==> config.mk <==
export PLATFORM = sky130hd
export DESIGN_NAME = pen_servo_sequencer_flat
export DESIGN_NICKNAME = d
export VERILOG_FILES = /design/src/rtl/pen_servo_pkg.sv /design/src/rtl/pen_servo_sequencer_if.sv /design/src/rtl/servo_frame_timer.sv /design/src/rtl/pen_servo_sequencer.sv /design/src/flat_wrapper.sv
export SDC_FILE = /design/constraint.sdc
export NUM_CORES = 1
export LEC_CHECK = 0
export CORE_ASPECT_RATIO = 1.75
export CORE_MARGIN = 3
export CORE_UTILIZATION = 55
export DETAILED_ROUTE_END_ITERATION = 8
export PLACE_DENSITY_LB_ADDON = 0.08
export SYNTH_ARGS = -nofsm -noshare
export SYNTH_HDL_FRONTEND = slang
export SYNTH_HIERARCHICAL = 1
export SYNTH_SLANG_ARGS = --single-unit
==> constraint.sdc <==
create_clock -name clk -period 11.2 [get_ports clk]
set_clock_uncertainty 0.1 [all_clocks]
set_input_delay 1.68 -clock clk [delete_from_list [all_inputs] [get_ports clk]]
set_output_delay 1.68 -clock clk [all_outputs]
set_load 0.005 [all_outputs]
==> src/rtl/pen_servo_pkg.sv <==
// rtl/pen_servo_pkg.sv - shared types, widths and default timing for the pen-lift servo sequencer
package pen_servo_pkg;

    localparam int WIDTH_BITS = 20;
    typedef logic [WIDTH_BITS-1:0] width_t;
    localparam width_t WIDTH_MAX = '1;

    typedef enum logic [1:0] {
        IDLE,
        SLEW,
        SETTLE
    } state_e;

    // Defaults also used by the processor MMIO decode
    localparam int DEF_SYS_FREQ      = 50_000_000;
    localparam int DEF_PULSE_FREQ    = 50;
    localparam int DEF_WIDTH_UP      = 50_000;
    localparam int DEF_WIDTH_DOWN    = 200_000;
    localparam int DEF_STEP          = 5_000;
    localparam int DEF_SETTLE_FRAMES = 10;

    // Move cur toward tgt by at most step, never passing tgt
    function automatic width_t slew_toward(width_t cur, width_t tgt, width_t step);
        width_t diff;
        diff = (tgt > cur) ? (tgt - cur) : (cur - tgt);
        if (diff > step) begin
            diff = step;
        end
        return (tgt > cur) ? (cur + diff) : (cur - diff);
    endfunction

endpackage

==> src/rtl/pen_servo_sequencer_if.sv <==
// rtl/pen_servo_sequencer_if.sv - pen up/down command handshake between MMIO path and sequencer
interface pen_servo_sequencer_if;

    logic cmd_valid;
    logic cmd_pen_down;
    logic cmd_ready;

    modport master (
        output cmd_valid,
        output cmd_pen_down,
        input  cmd_ready
    );

    modport slave (
        input  cmd_valid,
        input  cmd_pen_down,
        output cmd_ready
    );

endinterface

==> src/rtl/servo_frame_timer.sv <==
// rtl/servo_frame_timer.sv - servo frame counter with registered frame_start on wrap to 0
module servo_frame_timer #(
    parameter int FRAME_CYCLES = 1_000_000,
    parameter int CNT_BITS     = $clog2(FRAME_CYCLES)
) (
    input  logic                clk,
    input  logic                reset,
    output logic [CNT_BITS-1:0] frame_cnt,
    output logic                frame_last,
    output logic                frame_start
);

    localparam logic [CNT_BITS-1:0] LAST = CNT_BITS'(FRAME_CYCLES - 1);

    assign frame_last = (frame_cnt == LAST);

    // frame_start is registered so it lines up with frame_cnt == 0
    always_ff @(posedge clk or posedge reset) begin
        if (reset) begin
            frame_cnt   <= '0;
            frame_start <= 1'b0;
        end else begin
            frame_cnt   <= frame_last ? '0 : (frame_cnt + CNT_BITS'(1));
            frame_start <= frame_last;
        end
    end

endmodule

==> src/rtl/pen_servo_sequencer.sv <==
// rtl/pen_servo_sequencer.sv - pen-lift servo sequencer; PEN_SERVO_SEQ_RAMP_EN enables per-frame slew limiting
module pen_servo_sequencer
    import pen_servo_pkg::*;
#(
    parameter int SYS_FREQ      = DEF_SYS_FREQ,
    parameter int PULSE_FREQ    = DEF_PULSE_FREQ,
    parameter int WIDTH_UP      = DEF_WIDTH_UP,
    parameter int WIDTH_DOWN    = DEF_WIDTH_DOWN,
    parameter int STEP          = DEF_STEP,
    parameter int SETTLE_FRAMES = DEF_SETTLE_FRAMES
) (
    input  logic                 clk,
    input  logic                 reset,
    pen_servo_sequencer_if.slave cmd,
    output logic                 busy,
    output logic                 done,
    output logic                 pen_is_down,
    output width_t               active_width,
    output logic                 frame_start,
    output logic                 pwm_out
);

    localparam int FRAME_CYCLES = SYS_FREQ / PULSE_FREQ;
    localparam int CNT_BITS     = (FRAME_CYCLES > 1) ? $clog2(FRAME_CYCLES) : 1;
    localparam width_t W_UP     = width_t'(WIDTH_UP);
    localparam width_t W_DOWN   = width_t'(WIDTH_DOWN);
    localparam logic [15:0] SETTLE_N = 16'(SETTLE_FRAMES);

`ifdef PEN_SERVO_SEQ_RAMP_EN
    localparam width_t SLEW_STEP = (STEP < 1) ? width_t'(1) : width_t'(STEP);
`else
    // An unlimited step lands on the target in a single frame
    localparam width_t SLEW_STEP = width_t'(STEP) | WIDTH_MAX;
`endif

    logic [CNT_BITS-1:0] frame_cnt;
    logic                frame_last;

    servo_frame_timer #(
        .FRAME_CYCLES (FRAME_CYCLES),
        .CNT_BITS     (CNT_BITS)
    ) u_frame_timer (
        .clk         (clk),
        .reset       (reset),
        .frame_cnt   (frame_cnt),
        .frame_last  (frame_last),
        .frame_start (frame_start)
    );

    state_e      state;
    width_t      target;
    logic [15:0] settle_cnt;
    logic        cmd_ready;
    logic        accept;
    width_t      new_target;

    assign cmd.cmd_ready = cmd_ready;
    assign accept        = cmd.cmd_valid & cmd_ready;
    assign new_target    = cmd.cmd_pen_down ? W_DOWN : W_UP;

    // Width updates on the last cycle of a frame so each frame is emitted with one width;
    // cmd_ready stays low through the done cycle and rises the cycle after.
    always_ff @(posedge clk or posedge reset) begin
        if (reset) begin
            state        <= IDLE;
            target       <= W_UP;
            active_width <= W_UP;
            settle_cnt   <= '0;
            pen_is_down  <= 1'b0;
            cmd_ready    <= 1'b1;
            busy         <= 1'b0;
            done         <= 1'b0;
            pwm_out      <= 1'b0;
        end else begin
            done    <= 1'b0;
            pwm_out <= (32'(frame_cnt) < 32'(active_width));
            case (state)
                IDLE: begin
                    if (!cmd_ready) begin
                        cmd_ready <= 1'b1;
                    end else if (accept) begin
                        target      <= new_target;
                        pen_is_down <= cmd.cmd_pen_down;
                        cmd_ready   <= 1'b0;
                        if (new_target == active_width) begin
                            done <= 1'b1;
                        end else begin
                            state <= SLEW;
                            busy  <= 1'b1;
                        end
                    end
                end
                SLEW: begin
                    if (frame_last) begin
                        if (active_width == target) begin
                            state      <= SETTLE;
                            settle_cnt <= '0;
                        end else begin
                            active_width <= slew_toward(active_width, target, SLEW_STEP);
                        end
                    end
                end
                SETTLE: begin
                    if (settle_cnt == SETTLE_N) begin
                        done  <= 1'b1;
                        busy  <= 1'b0;
                        state <= IDLE;
                    end else if (frame_last) begin
                        settle_cnt <= settle_cnt + 16'd1;
                    end
                end
                default: begin
                    state <= IDLE;
                    busy  <= 1'b0;
                end
            endcase
        end
    end

endmodule

==> src/flat_wrapper.sv <==
// flat-port wrapper written by rule: the top's interface ports become plain ports
module pen_servo_sequencer_flat import pen_servo_pkg::*;
#(
    parameter int SYS_FREQ      = DEF_SYS_FREQ,
    parameter int PULSE_FREQ    = DEF_PULSE_FREQ,
    parameter int WIDTH_UP      = DEF_WIDTH_UP,
    parameter int WIDTH_DOWN    = DEF_WIDTH_DOWN,
    parameter int STEP          = DEF_STEP,
    parameter int SETTLE_FRAMES = DEF_SETTLE_FRAMES
)
  (clk, reset, busy, done, pen_is_down, active_width, frame_start, pwm_out, cmd_cmd_valid, cmd_cmd_pen_down, cmd_cmd_ready);
  pen_servo_sequencer_if cmd_i ();
  input  logic clk;
  input  logic reset;
  output logic busy;
  output logic done;
  output logic pen_is_down;
  output width_t active_width;
  output logic frame_start;
  output logic pwm_out;
  input wire logic [$bits(cmd_i.cmd_valid)-1:0] cmd_cmd_valid;
  input wire logic [$bits(cmd_i.cmd_pen_down)-1:0] cmd_cmd_pen_down;
  output wire logic [$bits(cmd_i.cmd_ready)-1:0] cmd_cmd_ready;
  assign cmd_i.cmd_valid = cmd_cmd_valid;
  assign cmd_i.cmd_pen_down = cmd_cmd_pen_down;
  assign cmd_cmd_ready = cmd_i.cmd_ready;
  pen_servo_sequencer #(.SYS_FREQ(SYS_FREQ), .PULSE_FREQ(PULSE_FREQ), .WIDTH_UP(WIDTH_UP), .WIDTH_DOWN(WIDTH_DOWN), .STEP(STEP), .SETTLE_FRAMES(SETTLE_FRAMES)) u_core (.clk(clk), .reset(reset), .cmd(cmd_i), .busy(busy), .done(done), .pen_is_down(pen_is_down), .active_width(active_width), .frame_start(frame_start), .pwm_out(pwm_out));
endmodule
Word level (Yosys, flattened, before mapping). Cells that the tools add are included.

Register bits after elaboration: 84. Word-level logic and storage cells: 76. Input bits: 4.

Bitwise gates (word level): 3. Reduce and logical (&&, ||, !) cells: 7. Order comparisons: 3. Eq/ne operators: 14. $add $sub $neg: 6. Muxes and demuxes: 32.

Operators with widths (count): 2-to-1 mux 20 bit (7); 2-to-1 mux 16 bit (4); subtractor 20 bit (3); == test 20 bit (2); case mux 16 bit (2 select lines) (1); adder 20 x 1 -> 20 bit, second input constant (1); adder 20 bit (1); == test 20 bit, second input constant (1); > comparator 20 bit (1); > comparator 20 bit, second input constant (1); < comparator 20 bit (1); 2-to-1 mux 18 bit (1); adder 16 x 1 -> 16 bit, second input constant (1); == test 16 x 4 -> 1 bit, second input constant (1); 2-to-1 mux 2 bit (6); 2-to-1 mux 1 bit (10); AND reduction 5 bit (2); inequality test 2 x 1 -> 1 bit, second input constant (4); inequality test 2 bit, second input constant (4); case mux 2 bit (3 select lines) (1); AND reduction 3 bit (2); AND reduction 6 bit (1); case mux 1 bit (3 select lines) (1); == test 2 x 1 -> 1 bit, second input constant (1); 6 further kinds (7).

Depth between registers and ports, before layout.
Word-level depth: 9. Mapped depth: 25. Mapped depth without buffers: 24.

Cells and area by module. The synthesis kept the hierarchy.

By module, submodules not included: pen_servo_sequencer (cells an instance 658, instances 1, area an instance 5208.7 sq um); servo_frame_timer (cells an instance 97, instances 1, area an instance 997.2 sq um).

Worst setup path before layout. OpenSTA, ideal clock, no wires.

Path type: flip-flop to flip-flop. From: register u_core.active_width[1]. To: register u_core.active_width[19]. Data arrival time: 5226 ps. Path buffers: 1. Period minus slack after synthesis: 5445 ps. Cell stages (with the launch flop): 25. Slack: 5755 ps. Cell sequence: dfrtp_1 inv_1 ha_1 buf_2 or3b_2 or4_4 o22a_1 a21oi_1 a21oi_1 ha_1 nand2_1 nor2_1 o32a_1 o21ai_1 xnor2_1 ha_1 a21o_1 a21oi_1 o2111a_1 or3_1 a31oi_1 a31oi_1 nor3b_1 a22o_1 nor2_1.

Longest elaborated chain between the ends: 9.

Ends and longest elaborated chain: start, declared (RTL line pen_servo_sequencer.sv:18) `output width_t active_width,`; start signal, assigned (RTL line pen_servo_sequencer.sv:99) `active_width <= slew_toward(active_width, target, SLEW_STEP);`; subtractor 20 bit or > comparator 20 bit (tied branches) (RTL line pen_servo_pkg.sv:25, pen_servo_pkg.sv:29); 2-to-1 mux 20 bit (RTL line pen_servo_pkg.sv:25) `diff = (tgt > cur) ? (tgt - cur) : (cur - tgt);`; > comparator 20 bit (RTL line pen_servo_pkg.sv:26) `if (diff > step) begin`; 2-to-1 mux 20 bit (RTL line pen_servo_pkg.sv:26); 2-to-1 mux 20 bit (RTL line pen_servo_sequencer.sv:95) `if (active_width == target) begin`; 2-to-1 mux 20 bit (RTL line pen_servo_sequencer.sv:94) `if (frame_last) begin`; 2-to-1 mux 20 bit (RTL line pen_servo_sequencer.sv:77) `case (state)`; subtractor 20 bit or adder 20 bit (tied branches) (RTL line pen_servo_pkg.sv:29) `return (tgt > cur) ? (cur + diff) : (cur - diff);`; 2-to-1 mux 20 bit (RTL line pen_servo_pkg.sv:29).

Several ways; a longest one is shown, not always the timed one. The select of a mux whose other input is x is not followed. A chain may end at the register's enable or synchronous reset.

Worst setup path in the final report.
From: register u_core.active_width[9]. To: register u_core.active_width[19].

Same word-level chain as after synthesis.

==> results.md <==
- The power per cell area is 172 mW/mm².
- The worst register-to-register path has a depth of 24.
- The area used by multi-input combinational logic is about 0.0043 mm².
- The all-layer global routing usage is 0.291.
- Each instance of the synthesized netlist takes up on average 8.22 µm².
- In this run the tool buffered the top-level ports with 29 buffer cells.
- The final routed DRC violation total is 0.
- Data on the critical path arrives at its endpoint at 6.65 ns.
- The post-detailed-placement cell area is roughly 0.0065 mm².
- The number of clock sinks is 65.
- The diode insertion count for antenna repair is 0.
- The clock period could shrink to between 6 and 7 ns.
- The total CTS buffers is 9.
- The row count is 50.
- The initial standard-cell utilization of the core is 0.570.
- The first element of the critical path is u_core/active_width[9]$_DFFE_PP1P_.
- After synthesis the netlist holds a flip-flop and latch count of 65.
- The cell with the largest stage delay on the worst path is dfstp_2.
- The total of hold buffers inserted after clock tree synthesis is 0.
- Sorting the synthesized cells by how often they occur yields nor2_1, ha_1, dfrtp_1.
- The die covers between 0.01 and 0.015 mm².
- The number of routed nets with antenna violations is 0.
- The final cell area excluding filler cells is between 0.006 and 0.007 mm².
- The register clock-pin slew on the reported worst setup and hold paths is ~0.06 ns.
- The delay contributed by the slowest stage of the critical path is around 0.63 ns.
- Setup total negative slack on the finished layout was measured at 0 ns.
- The worst setup path is launched from a flip-flop.
- The half-perimeter wire length after placement is about 14 mm.
- The endpoint identified for the worst register-to-register timing path is u_core/active_width[19]$_DFFE_PP0P_.
- The worst register-to-register path has a setup slack of ~4.7 ns.
- Relative to the synthesized area, the layout overhead comes to 10.6%.
- Global routing finished with a remaining overflow of 0.
- Across the run, the number of max-cap violations was 0.
- The worst-case IR drop observed on VDD is roughly 0.00015 V.
- The x dimension of the die is ~86 µm.
- Before antenna repair, the detailed router went through 5 iterations.
- The longest clock path from root to sink contains 2 buffers.
- The total chip power is 1.18 mW.
- CTS built an H-tree with a depth of 3.
- The fraction of the cycle the final worst path needs is 0.582.
- The floorplan step defined a core boundary enclosing approximately 0.011 mm².
- In this run the cell area of the synthesized design comes to approximately 0.0062 mm².
- The most frequently used flop master after synthesis is dfrtp_1.
- Timing would allow up to 153 MHz.
- Clock latency on the worst-skew pair, taken at its later pin, is between 0.3 and 0.4 ns.
- The clock root buffer is clkbuf_16.
- For this run, asynchronously set or reset flops after synthesis account for 1.00.
- The number of cells on the worst hold path is 1.
- The count of pins on the block boundary is 30.
- The share of synthesized area in the top cell type comes to 0.230.
- Walking the worst path, the cells encountered are inv_1, ha_1, nand4_1, a211o_1, and4_1, nor2_4, a21oi_1, ha_1, o21ai_0, o21ai_0, a22oi_1, nor2_1, xnor2_1, ha_1, o21ai_0, a22oi_1, nand2_1, o2111a_1, or3_1, a31oi_1, a31oi_1, nor3b_1, a22o_1, nor2_1.
- For the worst setup path, the data required time is about 11 ns.
- The startpoint of the worst register-to-register path is u_core/active_width[9]$_DFFE_PP1P_.
- The via count is 5809.
- Yosys instantiated no cell more often than nor2_1.
- The total detailed-routing wirelength is between 15 and 20 mm.
- The worst-case headroom to the max-slew limit is 0.0693.
- In this run the worst path has a maximum fanout of 24.
- Of the cells placed in the final design, the portion with a size suffix greater than 1 is 0.0687.
- For the pin with the worst max-slew slack, the measured transition is approximately 1.4 ns.
- The sequential-to-total area share from yosys stat is 0.264.
- The end-of-flow core utilization is 0.631.
- For this block, the initial DRC count from the detailed router was just over 500.
- Dividing the detail-routed wire length by the instance count gives approximately 20 µm.
- The detailed-route vias per instance is about 6.4.
- The worst min-delay path class is flip-flop to flip-flop.
- The number of pins exceeding their max-slew limit in the final report is 0.
- The number of antenna violations at the first check in global routing is 0.
- The flow ran to the end, and the final reports show no timing, DRC or antenna violations.
- The number of distinct library cells after synthesis is 80.
- After clock tree synthesis, the repair step resized 0 gates.
- The count of buffers added by post-CTS timing repair for setup is 0.
- Setup repair after global routing left no endpoint under its margin.
- The area occupied by registers is 0.00164 mm².
- The final hold violation count is 0.
- The layout has roughly 970 filler cells.
- STA classifies the critical path endpoint as a flip-flop.
- The number of flops mapped to enable cells by yosys is 0.
- dfrtp_1 takes more of the synthesized area than any other cell.
- The number of global-route vias before repair is between 5000 and 6000.
- The synthesized net count is ~800.
- Ranked by total cell area, the synthesized netlist is headed by dfrtp_1, ha_1, xnor2_1.
- The largest net degree at the start of global routing is 45.
- The die is between 100 and 150 µm tall.
- The weighted congestion reported at the end of routability-driven placement is between 0.9 and 1.
- The critical path ends at u_core/active_width[19]$_DFFE_PP0P_.
- The worst setup path is of the flip-flop to flip-flop kind.
- During synthesis, Yosys emitted a total of 6 warnings.
- The cell count after synthesis is ~760.
- TritonCTS built the clock tree.
- Setup violations remaining at the end of the flow were counted as 0.
- The static leakage is around 3 nW.
- The first global-routing pass estimated roughly 29 mm of wire.
- For this run, the post-layout net count is approximately 830.
==> cell families after synthesis <==
kind of cell | count (synthesis) | synth area share
compound gates | 192 | 0.207
xor+xnor | 73 | 0.103
fa+ha+maj | 60 | 0.122
buf+inv | 72 | 0.0474
flops | 65 | 0.264
mux | 7 | 0.0115
other cells | 1 | 0.000604
simple gates | 285 | 0.245
==> how the worst min path moves through the flow <==
stage | start | slack, ns | endpoint
CTS | u_core/u_frame_timer/frame_cnt[0]$_DFF_PP0_ | 0.39 | u_core/u_frame_timer/frame_cnt[0]$_DFF_PP0_
global route | u_core/u_frame_timer/frame_cnt[0]$_DFF_PP0_ | 0.41 | u_core/u_frame_timer/frame_cnt[0]$_DFF_PP0_
detailed placement | u_core/u_frame_timer/frame_cnt[0]$_DFF_PP0_ | 0.38 | u_core/u_frame_timer/frame_cnt[0]$_DFF_PP0_
finish | u_core/u_frame_timer/frame_cnt[0]$_DFF_PP0_ | 0.38 | u_core/u_frame_timer/frame_cnt[0]$_DFF_PP0_
global placement | u_core/u_frame_timer/frame_cnt[0]$_DFF_PP0_ | 0.36 | u_core/u_frame_timer/frame_cnt[0]$_DFF_PP0_
floorplan | u_core/u_frame_timer/frame_cnt[0]$_DFF_PP0_ | 0.34 | u_core/u_frame_timer/frame_cnt[0]$_DFF_PP0_
==> layout by cell type, fill, tap and decap left out, drive strengths merged, types with 22 or more instances in the layout <==
cell type      instances
nand2                 53
ha                    59
nand4                 22
xnor2                 44
clkdlybuf4s50         29
a21o                  24
a21oi                 43
nor2                  68
dfrtp                 57
xor2                  29
nand3                 33
inv                   39
o21ai                 50
==> flip-flops by register name, indices dropped and copies added, names as in the netlist <==
register	cells
u_core/busy	1
u_core/state	2
u_core/u_frame_timer/frame_start	1
u_core/cmd.cmd_ready	1
u_core/target	2
u_core/done	1
u_core/settle_cnt	16
u_core/u_frame_timer/frame_cnt	20
u_core/pwm_out	1
u_core/active_width	20
==> stage by stage <==
stage | hold slack (ns) | cells | worst slack, ns
after global routing | 0.408 | 902 | 4.13
after floorplan | 0.336 | 755 | 5.76
final | 0.383 | 902 | 4.68
after global placement | 0.358 | 886 | 5.03
after detailed placement | 0.384 | 886 | 4.86
after CTS | 0.390 | 902 | 4.84
==> worst max-delay path: cells and delay by family (launching register included) <==
kind	cells	cell delay, ns
flops	1	0.63
fa+ha+maj	3	1.17
buf+inv	1	0.09
xor+xnor	1	0.16
simple gates	8	1.96
compound gates	11	2.29
==> power breakdown <==
group | leakage (nW) | switching, mW | internal (mW)
Sequential | 0.826 | 0.0124 | 0.245
Combinational | 1.97 | 0.360 | 0.248
Clock | 0.149 | 0.117 | 0.196
==> area by class of cell <==
class	count	area share
multi-input cells	618	0.623
flip-flops and latches	65	0.238
repair buffers	33	0.0466
clock buffers	10	0.0333
well taps	130	0.0237
inverters	40	0.0219
clock inverters	6	0.0135
==> per-layer routing <==
layer	share of wire	track usage	vias up
li1	-	-	2753
met1	0.39	0.332	2794
met2	0.52	0.520	193
met3	0.032	0.0367	69
met4	0.056	0.143	0
met5	0	0	-
No activity file was read; power rests on OpenSTA's default activity.
